--- src/rtl/dct_coef_serializer.sv ---
// dct_coef_serializer
//   Takes a complete 8x8 block of signed DCT coefficients in one handshake
//   and streams it out one coefficient per cycle, in JPEG zigzag order
//   (ZIGZAG = 1) or row-major raster order (ZIGZAG = 0). Two banks let the
//   upstream DCT deliver the next block while the current one drains.
//
// Handshakes (both sides): a transfer happens on a rising clk edge where
//   valid && ready are both high. Valid never depends on ready, and both
//   ready and valid here come from registers only.
//
// Ports:
//   clk, rst     system clock, synchronous active-high reset
//   blk_valid    blk_data holds a complete block
//   blk_ready    a bank is free (block accepted on blk_valid && blk_ready)
//   blk_data     block, element blk_data[c][r] (c = column, r = row)
//   coef_valid   coef_data / coef_idx / coef_row / coef_col / coef_last valid
//   coef_ready   downstream accepts the current coefficient
//   coef_data    current coefficient, unchanged copy of the stored element
//   coef_idx     output sequence position k (0..63)
//   coef_row     row r of the current coefficient
//   coef_col     column c of the current coefficient
//   coef_last    high on the final coefficient of a block (k == 63)
module dct_coef_serializer #(
  parameter int SIZE_IN = 12,
  parameter bit ZIGZAG  = 1'b1
) (
  input  logic                                 clk,
  input  logic                                 rst,
  input  logic                                 blk_valid,
  output logic                                 blk_ready,
  input  logic signed [7:0][7:0][SIZE_IN-1:0]  blk_data,
  output logic                                 coef_valid,
  input  logic                                 coef_ready,
  output logic signed [SIZE_IN-1:0]            coef_data,
  output logic [5:0]                           coef_idx,
  output logic [2:0]                           coef_row,
  output logic [2:0]                           coef_col,
  output logic                                 coef_last
);

  // Complete control state in one struct so checkers can bind to it.
  // full[b] is the per-bank EMPTY(0)/FULL(1) state.
  typedef struct packed {
    logic [1:0] full;
    logic       wr_bank;
    logic       rd_bank;
    logic [5:0] k;
  } ser_state_t;

  ser_state_t state_q;
  ser_state_t state_d;

  // Coefficient storage: mem_q[bank][c][r]. Not reset; the full flags
  // decide whether a bank's contents mean anything.
  logic [1:0][7:0][7:0][SIZE_IN-1:0] mem_q;

  logic       accept;
  logic       pop;
  logic [5:0] pos;  // {r, c} of the coefficient at position k

  // Zigzag ROM: sequence position k -> raster position 8*r + c.
  function automatic logic [5:0] zigzag_pos(input logic [5:0] k);
    logic [5:0] p;
    case (k)
      6'd0:  p = 6'd0;   6'd1:  p = 6'd1;   6'd2:  p = 6'd8;   6'd3:  p = 6'd16;
      6'd4:  p = 6'd9;   6'd5:  p = 6'd2;   6'd6:  p = 6'd3;   6'd7:  p = 6'd10;
      6'd8:  p = 6'd17;  6'd9:  p = 6'd24;  6'd10: p = 6'd32;  6'd11: p = 6'd25;
      6'd12: p = 6'd18;  6'd13: p = 6'd11;  6'd14: p = 6'd4;   6'd15: p = 6'd5;
      6'd16: p = 6'd12;  6'd17: p = 6'd19;  6'd18: p = 6'd26;  6'd19: p = 6'd33;
      6'd20: p = 6'd40;  6'd21: p = 6'd48;  6'd22: p = 6'd41;  6'd23: p = 6'd34;
      6'd24: p = 6'd27;  6'd25: p = 6'd20;  6'd26: p = 6'd13;  6'd27: p = 6'd6;
      6'd28: p = 6'd7;   6'd29: p = 6'd14;  6'd30: p = 6'd21;  6'd31: p = 6'd28;
      6'd32: p = 6'd35;  6'd33: p = 6'd42;  6'd34: p = 6'd49;  6'd35: p = 6'd56;
      6'd36: p = 6'd57;  6'd37: p = 6'd50;  6'd38: p = 6'd43;  6'd39: p = 6'd36;
      6'd40: p = 6'd29;  6'd41: p = 6'd22;  6'd42: p = 6'd15;  6'd43: p = 6'd23;
      6'd44: p = 6'd30;  6'd45: p = 6'd37;  6'd46: p = 6'd44;  6'd47: p = 6'd51;
      6'd48: p = 6'd58;  6'd49: p = 6'd59;  6'd50: p = 6'd52;  6'd51: p = 6'd45;
      6'd52: p = 6'd38;  6'd53: p = 6'd31;  6'd54: p = 6'd39;  6'd55: p = 6'd46;
      6'd56: p = 6'd53;  6'd57: p = 6'd60;  6'd58: p = 6'd61;  6'd59: p = 6'd54;
      6'd60: p = 6'd47;  6'd61: p = 6'd55;  6'd62: p = 6'd62;  6'd63: p = 6'd63;
      default: p = k;
    endcase
    return p;
  endfunction

  // State register.
  always_ff @(posedge clk) begin
    if (rst) begin
      state_q <= '0;
    end else begin
      state_q <= state_d;
    end
  end

  // Block capture: the whole block lands in the write bank in one cycle.
  always_ff @(posedge clk) begin
    if (accept) begin
      mem_q[state_q.wr_bank] <= blk_data;
    end
  end

  // Next-state logic. An accept only targets an empty bank and a pop only
  // drains a full one, so both may happen in the same cycle without
  // touching the same flag.
  always_comb begin
    accept  = blk_valid && !state_q.full[state_q.wr_bank];
    pop     = coef_ready && state_q.full[state_q.rd_bank];
    state_d = state_q;
    if (accept) begin
      state_d.full[state_q.wr_bank] = 1'b1;
      state_d.wr_bank               = ~state_q.wr_bank;
    end
    if (pop) begin
      if (state_q.k == 6'd63) begin
        state_d.full[state_q.rd_bank] = 1'b0;
        state_d.rd_bank               = ~state_q.rd_bank;
        state_d.k                     = 6'd0;
      end else begin
        state_d.k = state_q.k + 6'd1;
      end
    end
  end

  // Outputs: registered state and storage only, so they hold steady
  // through any stall.
  always_comb begin
    blk_ready  = !state_q.full[state_q.wr_bank];
    coef_valid = state_q.full[state_q.rd_bank];
    pos        = ZIGZAG ? zigzag_pos(state_q.k) : state_q.k;
    coef_row   = pos[5:3];
    coef_col   = pos[2:0];
    coef_idx   = state_q.k;
    coef_last  = coef_valid && (state_q.k == 6'd63);
    // Data is forced to zero while idle so stale bank contents never show.
    coef_data  = coef_valid ? mem_q[state_q.rd_bank][pos[2:0]][pos[5:3]] : '0;
  end

endmodule

--- config.mk ---
export PLATFORM = sky130hd
export DESIGN_NAME = dct_coef_serializer
export DESIGN_NICKNAME = d
export VERILOG_FILES = /design/src/rtl/dct_coef_serializer.sv
export SDC_FILE = /design/constraint.sdc
export NUM_CORES = 1
export LEC_CHECK = 0
export CORE_MARGIN = 1.5
export CORE_UTILIZATION = 59
export CTS_CLUSTER_SIZE = 20
export DETAILED_ROUTE_END_ITERATION = 8
export PLACE_DENSITY = 0.85
export SLEW_MARGIN = 15
export SYNTH_ARGS = -nofsm -noshare
export SYNTH_HDL_FRONTEND = slang
export SYNTH_SLANG_ARGS = --single-unit
--- constraint.sdc ---
create_clock -name clk -period 127.1 [get_ports clk]
set_clock_uncertainty 0.05 [all_clocks]
set_input_delay 25.42 -clock clk [delete_from_list [all_inputs] [get_ports clk]]
set_output_delay 25.42 -clock clk [all_outputs]
set_load 0.01 [all_outputs]
* After elaboration in Yosys (flattened, before gate mapping)
Memory sizes are Yosys's and may differ from the RTL's. A register that Yosys moved wholly into a read port is not among the register bits. Cells that the tools add are included.
Storage, ports and cells: bits in registers 1546, ROM bits 384, input bits 772, output and inout port bits 27, memories 1
Memories:
- (no name shown) | words 64, bits a word 6, read ports 1, clocked after memory_dff 1, write ports 0, RTL line 64 | case (k)
Operators by class: add/sub/neg operators 1, magnitude comparators 6, equal/unequal tests 1, muxes and demuxes 24, bitwise operators 5, reduce and logical (&&, ||, !) cells 7
Operator list (count):
- $mux 768 | 3
- $bwmux 1536 | 1
- $demux 768 s1 | 1
- $bmux 96 s3 | 1
- $mux 96 | 1
- $bmux 12 s3 | 1
- $mux 12 | 2
- $mux 6 | 3
- $lt 3x4->1 const B | 2
- $add 6x1->6 const B | 1
- $eq 6x6->1 const B | 1
- $mux 1 | 6
- $logic_and 1x1->1 | 5
- $lt 1x2->1 const B | 2
- $mux 2 | 2
- $mux 3 | 1
- $and 2x2->2 | 1
- $demux 1 s1 | 2
- $ge 1x1->1 const B | 2
- $not 1->1 | 2
- $not 2->2 | 1
- $or 2x2->2 | 1
- $reduce_and 2->1 | 1
- $logic_not 1->1 | 1

* Depth between registers and ports, before layout
word-level depth 9, mapped depth 14, mapped depth without buffers 11

* Worst setup path after synthesis
OpenSTA, ideal clock, no wires.
path kind in2reg, start input port blk_valid, end register state_q[8] (netlist bit), data arrival time 85890 ps, data required time 126835 ps, setup slack 40945 ps, stages on the path 2, buffers on the path 0, cell sequence nor3b_1 -> o221a_2
On the way: longest elaborated chain between the ends 5
RTL lines:
- start, declared | RTL line 29 | input logic blk_valid,
- $logic_and 1x1->1 * | RTL line 106 | accept = blk_valid && !state_q.full[state_q.wr_bank];
- $mux 3 * | RTL line 109 | if (accept) begin
- $and 2x2->2 (no source line)
- $mux 2 | RTL line 114 | if (state_q.k == 6'd63) begin
- $mux 2 * | RTL line 113 | if (pop) begin
- end signal, assigned | RTL line 91 | state_q <= state_d;
- end, declared | RTL line 50 | ser_state_t state_q;
Every way passes the cells marked *; elsewhere a longest branch is shown, timed or not. A chain may end at the register's enable or synchronous reset.

* Worst setup path after layout
start register state_q[6] (netlist bit), end output port coef_data[2]
On the way: longest elaborated chain between the ends 7
RTL lines:
- $mux 768 (not written as such) (2 in a row) | RTL line 135 | coef_data = coef_valid ? mem_q[state_q.rd_bank][pos[2:0]][pos[5:3]] : '0;
- $bmux 96 s3 | RTL line 135
- $mux 96 (not written as such) | RTL line 135
- $bmux 12 s3 | RTL line 135
- $mux 12 (not written as such) | RTL line 135
- $mux 12 * | RTL line 135
- end, declared | RTL line 34 | output logic signed [SIZE_IN-1:0] coef_data,
Every way passes the cells marked *; elsewhere a longest branch is shown, timed or not. The select of a mux whose other input is x is not followed.

==> flow_summary.json <==
{
  "ios": 799,
  "p_int_mw": 0.893,
  "min_period_over_period": 0.253,
  "power_frac_comb": 0.083,
  "layout_common_cells": "1536 x edfxtp_1, 798 x clkdlybuf4s50_1, 317 x mux4_2, 201 x a22oi_1, 156 x clkbuf_16",
  "power.switching_mw": 0.249,
  "critPathArrivalTime_ns": 6.64,
  "fmax_mhz": 31.1,
  "antenna_found_initial": 103,
  "ys_top_cells_by_area": "edfxtp_1 77%, mux4_2 12%, mux2i_1 2.6%",
  "p_leak_nw": 23.5,
  "fillers": 5479,
  "final_max_slew_viol_count": 0,
  "slew_headroom": 0.127,
  "power.density_nw_per_um2": 15.4,
  "fin_nets": 4411,
  "ys_ff_latch": 1552,
  "yosysSeqAreaShare": 0.779,
  "synth-warning-count": 0,
  "die_w_um": 321,
  "cts_tree": "done",
  "hold_violations": 0,
  "fin_total_pwr_mw": 1.14,
  "period_minus_slack_ns": 32.11,
  "cts_root_buf": "clkbuf_16",
  "ctsHtreeMaxLevel": 4,
  "drt_pass1_iterations": 5,
  "initial_utilization": 0.596,
  "clkPwrFrac": 0.382,
  "viasPerCell": 6.50,
  "netlist_area_um2": 59700,
  "required_ns": 101.63,
  "drc": 0,
  "wl_per_cell_um": 33.7,
  "fin_cells": 5133,
  "cts_made_buffers": 152,
  "use_met2": 0.533,
  "grt.met1_usage": 0.420,
  "cts.path.max_buffers": 3,
  "hold_buffers": 0,
  "tightest_slew_ns": 1.31,
  "track_usage": 0.333,
  "critPathMaxFanout": 50,
  "pwr-share-seq": 0.535,
  "ys_async_sr_fraction": 0,
  "synth_cell_types": 69,
  "post-place-ws_ns": 95.61,
  "regArea_um2": 46500,
  "overflow": 0,
  "clkLatencyLatePin_ns": 0.74,
  "setup-violations-final": 0,
  "globalplace.congestion": 0.865,
  "busiest_layer": "met2",
  "start_kind": "register",
  "placed_area_um2": 69100,
  "cts_resized": 0,
  "multiInputGateArea_um2": 12500,
  "maxCapViolations": 0,
  "antenna_left": 0,
  "path_class": "register to primary output",
  "placed_cells": 4771,
  "synthFlopType": "edfxtp_1",
  "fin_tns_setup_ns": 0,
  "grt_pass1_wl_um": 240000,
  "syn_inst": 2779,
  "grt_max_degree": 189,
  "clk_pin_slew_ns": 0.06,
  "clock_sinks": 1552,
  "syn_nets": 3563,
  "grt_setup_unrepaired": "no",
  "synth_top_area_frac": 0.773,
  "vias": 33400,
  "dieHeight_um": 321,
  "fin_ws_ns": 94.99,
  "drt-total-wl_um": 173000,
  "row_count": 116,
  "port_buffers": 798,
  "syn_area_per_cell_um2": 21.5,
  "p_sw_frac": 0.218,
  "final_common_cell": "edfxtp_1",
  "end_kind": "primary output",
  "fin_area_um2": 74100,
  "grt_pass1_vias": 34100,
  "drt_iter0_markers": 4678,
  "dp_hpwl_um": 113000,
  "cts_setup_buffers": 0,
  "gr-usage-met3": 0.0854,
  "design.core.area_um2": 100000,
  "min_path_type": "register to register",
  "synth_area_leader_cell": "edfxtp_1",
  "status": "complete, no violations",
  "ir_worst_vdd_v": 0.0000137,
  "synth-edff-count": 1536,
  "drive_gt1_frac": 0.166,
  "area_growth_pct": 24.3,
  "die_area_um2": 103000
}
## sequential cells by signal (all words and copies together) (netlist names)
signal / flops
state_q: 4
pos: 6
mem_q: 1536
coef_idx: 6
## per-stage QoR
step                      hold slack [ns]   util
after global routing                0.629  0.740
after CTS                           0.583  0.738
after global placement              0.553  0.690
after floorplan                     0.502      -
after detailed placement            0.562  0.690
final                               0.603  0.740
## power groups by stage
stage | sequential [mW] | combinational (mW) | clock, mW
after detailed placement | 0.620 | 0.0927 | 0
after global routing | 0.612 | 0.0994 | 0.458
after global placement | 0.617 | 0.0909 | 0
after CTS | 0.610 | 0.0942 | 0.439
final | 0.611 | 0.0953 | 0.436
after floorplan | 0.670 | 0.0440 | 0
## per-layer routing
layer	wire length (um)	vias to the layer above
met5	299	-
met3	17700	462
met2	85800	2327
met4	9560	44
li1	-	13600
met1	59400	16900
## synth_stat cells (3+ instances only)
library cell and count:
edfxtp_1 1536, mux4_2 317, a22oi_1 201, mux2i_1 153, clkbuf_1 77, a21oi_1 58
buf_2 56, nor2_1 54, nand3_1 41, nand2_1 35, o21ai_0 26, nor3_1 18
a31oi_1 17, dfxtp_1 16, buf_1 15, buf_4 15, nand4_1 14, ha_1 12
inv_1 12, a41oi_1 9, nor2b_1 9, xnor2_1 6, and2_1 5, and3_1 4
nor4_1 4, o211ai_1 4, or2_2 4, a211oi_1 3, a32oi_1 3, mux2_2 3
nand2b_1 3
## final timing paths
path	end	cells after the start	slack, ns	from
max	coef_data[2]	11	94.99	state_q[6]
min	coef_idx[1]	2	0.60	coef_idx[1]
max reg2reg	pos[1]	11	122.36	state_q[6]
min reg2reg	coef_idx[1]	2	0.60	coef_idx[1]
## kinds of logic (layout without fill, tap and decap cells)
kind of cell | Yosys count | count (layout) | share of synthesized area
DFF | 1552 | 1552 | 0.779
adders and majority gates | 12 | 12 | 0.00252
muxes | 475 | 475 | 0.146
and+or+nand+nor | 205 | 205 | 0.0169
other | 0 | 88 | 0
buffers and inverters | 180 | 1148 | 0.0137
xor gates and xnor gates | 7 | 7 | 0.00103
AOI/OAI and AO/OA | 348 | 348 | 0.0409
## layout make-up
cell class,instances,share of cell area
clock inverters,81,0.00969
clock buffers,193,0.0545
inverters,15,0.000793
diodes,88,0.00297
flip-flops and latches,1552,0.627
multi-input cells,1047,0.169
well taps,1298,0.0219
repair buffers,859,0.115
## worst max-delay path, stage by stage (launching register included)
cell and delay (ns):
dfxtp_4 0.81, buf_4 0.83, buf_4 0.91, buf_4 0.81
mux4_2 0.59, mux2_2 0.29, nand2_1 0.06, o21ai_0 0.09
nor3_1 0.21, o2111ai_1 0.40, and2_1 0.32, clkdlybuf4s50_1 0.47
(Power assumes the default switching activity.)
